$ cat src/rtl/fifo_rd_stream.sv
// fifo_rd_stream: pops words from a first-word-fall-through FIFO into a
// 2-entry skid buffer and presents them on a valid/ready output stream,
// counting completed output handshakes.
module fifo_rd_stream #(
  parameter int unsigned DATASIZE = 8,
  parameter int unsigned CNTSIZE  = 16
) (
  input  logic                rclk,
  input  logic                rrst,
  input  logic                rempty,
  input  logic [DATASIZE-1:0] rdata,
  output logic                rinc,
  input  logic                en,
  input  logic                flush,
  output logic                m_valid,
  input  logic                m_ready,
  output logic [DATASIZE-1:0] m_data,
  output logic [1:0]          occ,
  output logic [CNTSIZE-1:0]  xfer_cnt
);

  localparam int unsigned OCCW = 2;

  logic [OCCW-1:0]     occ_q, occ_d;
  logic [DATASIZE-1:0] slot0_q, slot0_d;
  logic [DATASIZE-1:0] slot1_q, slot1_d;
  logic [CNTSIZE-1:0]  cnt_q, cnt_d;
  logic                pop;
  logic                hs;

  // Pop strobe: only when there is room, never on empty, independent of m_ready.
  assign rinc = en & ~flush & ~rempty & (occ_q < OCCW'(2)) & ~rrst;
  assign pop  = rinc;

  // Outputs come straight from the buffer registers.
  assign m_valid  = (occ_q != OCCW'(0));
  assign m_data   = slot0_q;
  assign occ      = occ_q;
  assign xfer_cnt = cnt_q;
  assign hs       = m_valid & m_ready;

  // Buffer placement, skid promotion, flush and handshake counting.
  always_comb begin
    occ_d   = occ_q;
    slot0_d = slot0_q;
    slot1_d = slot1_q;
    cnt_d   = cnt_q;

    if (hs) begin
      cnt_d = cnt_q + CNTSIZE'(1);
    end

    if (flush) begin
      occ_d = OCCW'(0);
    end else begin
      unique case (occ_q)
        OCCW'(0): begin
          if (pop) begin
            slot0_d = rdata;
            occ_d   = OCCW'(1);
          end
        end
        OCCW'(1): begin
          if (pop && hs) begin
            slot0_d = rdata;
          end else if (pop) begin
            slot1_d = rdata;
            occ_d   = OCCW'(2);
          end else if (hs) begin
            occ_d   = OCCW'(0);
          end
        end
        OCCW'(2): begin
          // rinc is gated off when full, so only a handshake can move data.
          if (hs) begin
            slot0_d = slot1_q;
            occ_d   = OCCW'(1);
          end
        end
        default: begin
          occ_d = OCCW'(0);
        end
      endcase
    end
  end

  // State registers with asynchronous active-high reset.
  always_ff @(posedge rclk or posedge rrst) begin
    if (rrst) begin
      occ_q   <= '0;
      slot0_q <= '0;
      slot1_q <= '0;
      cnt_q   <= '0;
    end else begin
      occ_q   <= occ_d;
      slot0_q <= slot0_d;
      slot1_q <= slot1_d;
      cnt_q   <= cnt_d;
    end
  end

endmodule

$ cat config.mk
export PLATFORM = sky130hd
export DESIGN_NAME = fifo_rd_stream
export DESIGN_NICKNAME = d
export VERILOG_FILES = /design/src/rtl/fifo_rd_stream.sv
export SDC_FILE = /design/constraint.sdc
export NUM_CORES = 1
export LEC_CHECK = 0
export ABC_AREA = 0
export CAP_MARGIN = 15
export CORE_ASPECT_RATIO = 0.9
export CORE_MARGIN = 5
export CORE_UTILIZATION = 43
export CTS_CLUSTER_SIZE = 14
export DETAILED_ROUTE_END_ITERATION = 16
export GPL_TIMING_DRIVEN = 0
export PLACE_DENSITY = 0.75
export SLEW_MARGIN = 20
export SYNTH_ARGS = -nofsm -noshare
export SYNTH_HDL_FRONTEND = slang
export SYNTH_SLANG_ARGS = --single-unit
$ cat constraint.sdc
create_clock -name rclk -period 1.5 [get_ports rclk]
set_input_delay 0.225 -clock rclk [delete_from_list [all_inputs] [get_ports rclk]]
set_output_delay 0.225 -clock rclk [all_outputs]
set_load 0.05 [all_outputs]
==> results of run 1 <==
timing repair:
item                                    4_1_cts  5_1_grt
buffers inserted                              7        5
resized for setup                            52       27
endpoints found under the setup margin       42       31
cloned                                        0        0
pin swaps                                     2        4
hold buffers                                  0        0
hold endpoints to repair                      0        0
Yosys cell counts (all sizes together):
master	number	area [sq um]
a211oi	1	7.51
a21oi	1	16.3
a2bb2oi	9	78.8
and2	2	12.5
and4	1	10.0
buf	2	22.5
clkbuf	1	3.75
dfrtp	34	851
ha	1	12.5
inv	5	18.8
mux2	8	120
nand2	10	37.5
nand2b	1	6.26
nand3	6	30.0
nand4	4	25.0
nor2	4	15.0
nor2b	2	20.0
nor3	2	10.0
nor3b	1	7.51
nor4b	1	23.8
o21a	1	15.0
o21ai	1	5.00
o22ai	8	50.1
or2	1	6.26
or2b	1	7.51
xnor2	13	114
xor2	3	26.3
power by group through the flow:
stage               combinational, mW  sequential (mW)  clock [mW]
detailed placement              0.716             1.12           0
global route                    0.711             1.13       0.697
CTS                             0.666             1.11       0.651
floorplan                       0.161             1.41           0
finish                          0.674             1.11       0.636
global placement                0.703             1.12           0
state kept, by name, indices dropped and copies added (netlist names):
signal	cells
m_data	8
xfer_cnt	16
slot1_q	8
occ	2
final cells by class:
class	count	area, sq um	area share
inverters	5	21.3	0.00932
plain buffers	2	26.3	0.0115
multi-input cells	82	763	0.334
clock buffers	8	80.1	0.0351
flip-flops and latches	34	862	0.378
repair buffers	53	475	0.208
well taps	44	55.1	0.0241
worst max-delay path, stage by stage:
cell	delay [ps]
clkdlybuf4s50_1	460
nor4b_4	320
nand2b_1	100
buf_6	140
nor2b_4	110
buf_8	150
mux2_4	310
path summary, 6_finish.rpt:
path,to,from,depth (start not counted)
max reg2reg,slot1_q[3]$_DFFE_PP0P_,occ[1]$_DFFE_PP0P_,6
min in group asynchronous,m_data[0]$_DFFE_PP0P_,rrst,2
max,slot1_q[3]$_DFFE_PP0P_,rempty,7
min reg2reg,xfer_cnt[15]$_DFFE_PP0P_,xfer_cnt[15]$_DFFE_PP0P_,1
min,xfer_cnt[15]$_DFFE_PP0P_,xfer_cnt[15]$_DFFE_PP0P_,1
max in group asynchronous,xfer_cnt[1]$_DFFE_PP0P_,rrst,2
layer usage:
| layer | wire length, um | GRT usage | up-vias |
|---|---|---|---|
| li1 | - | - | 558 |
| met1 | 1580 | 0.191 | 603 |
| met2 | 1740 | 0.259 | 32 |
| met3 | 239 | 0.0588 | 3 |
| met4 | 19 | 0.0271 | 0 |
| met5 | 0 | 0 | - |
through the flow:
stage / setup slack [ps] / utilization / instance area, sq um
2_1_floorplan: -221 / - / 1570
3_3_place_gp: -892 / 0.595 / 2040
3_5_place_dp: -948 / 0.595 / 2040
4_1_cts: -198 / 0.631 / 2160
5_1_grt: -226 / 0.666 / 2280
6_report: -168 / 0.666 / 2280
logic make-up after synthesis:
family                   after synthesis  synth area share
adder cells (fa/ha/maj)                1           0.00806
AO/OA/AOI/OAI                         21             0.111
multiplexers                           8            0.0774
AND/OR/NAND/NOR                       36             0.136
flip-flops                            34             0.548
XOR/XNOR                              16            0.0903
buffers and inverters                  8            0.0290
==> flow_summary.ini, run 1 <==
[status]
status = finished with violations
violations = negative setup slack

[place]
hpwl_um = 2370
placement.io_buffers = 41
placedCellCount = 209
gp_congestion = 0.769

[finish]
areaGrowthSynthToFinish_pct = 47.1
fin_nets = 198
nFillCells = 257
antenna_cells = 0
drive_above_1_share = 0.348
layout_commonest_cell = dfrtp_1
layout_common_cells = dfrtp_1, dlygate4sd2_1, xnor2_1, clkdlybuf4s50_1
stdcell_count = 228

[clocking]
numCtsBuffers = 5
clkLatencyLatePin_ps = 280
cts-root-buf = clkbuf_8
cts-htree-levels = 2
cts_tree = done
clockBufferDepth = 2
path_clk_slew_ps = 70
clkSinkCount = 34

[power_and_ir_drop]
p_sw_mw = 0.848
seq_power_share = 0.460
switching_share = 0.350
p_total_mw = 2.42
internal_power_mw = 1.58
ir_drop_v = 0.000739
power_leakage_nw = 1.05
p_clk_frac = 0.262
pwr-share-comb = 0.278
powerDensity_nw_per_um2 = 1060

[floorplanning]
initial_core_util = 0.453
die_y_um = 67.0
core_sq_um = 3430
io_pins = 42
placementRows = 20
die_area_sq_um = 4910
die_width_um = 73.3

[job]
maxCapViolations = 0

[detailed_routing]
wl_per_cell_um = 15.7
drtIter0Drc = 79
vias_per_cell = 5.25
drc_errors = 0
drtAntennaViolNets = 0
wl_um = 3580
vias = 1196
dr.pass1.iters = 4

[synthesis]
yosys.cell_types.count = 28
syn_inst = 124
postSynthAreaPerCell_sq_um = 12.5
yosysWarnings = 0
synthesis.nets = 139
yosysSeqAreaShare = 0.548
ys_seq_elements = 34
synthesis.area_sq_um = 1550

[timing]
setup_viol = 19
final.period_utilization = 1.11
fin_hold_ws_ps = 469
worst_slew_margin_rel = 0.518
drv_slew = 0
max_freq_mhz = 599
worst_slack_ps = -168
grt_setup_unrepaired = true
fin_tns_setup_ps = -1990
tightest_slew_ps = 722
finalHoldViolations = 0
skew_ps = 4.30
post-route-min-period_ps = 1670

[grt]
grt_pass1_wl_um = 5870
grt_max_degree = 35
antenna_found_initial = 0
grt_pass1_vias = 1248
overflow = 0
track_usage = 0.155

[min_path]
hold_class = flop to flop

[critical_path]
worstPathMaxFanout = 8
critPathKind = input pin to flop
r2r_slack_ps = -150
worstPathRequired_ps = 1670
cp-end-kind = flop
critPathArrivalTime_ps = 1840
cp-start-kind = input pin
Power figures use the tool's default switching activity.
==> inputs of run 2 (changes only) <==
--- a/config.mk
+++ b/config.mk
@@ -10,7 +10,6 @@
 export CORE_ASPECT_RATIO = 0.9
 export CORE_MARGIN = 5
 export CORE_UTILIZATION = 43
-export CTS_CLUSTER_SIZE = 14
 export DETAILED_ROUTE_END_ITERATION = 16
 export GPL_TIMING_DRIVEN = 0
 export PLACE_DENSITY = 0.75
==> results of run 2 <==
Same layout as run 1: the final DEF is identical, and so are final timing and power.
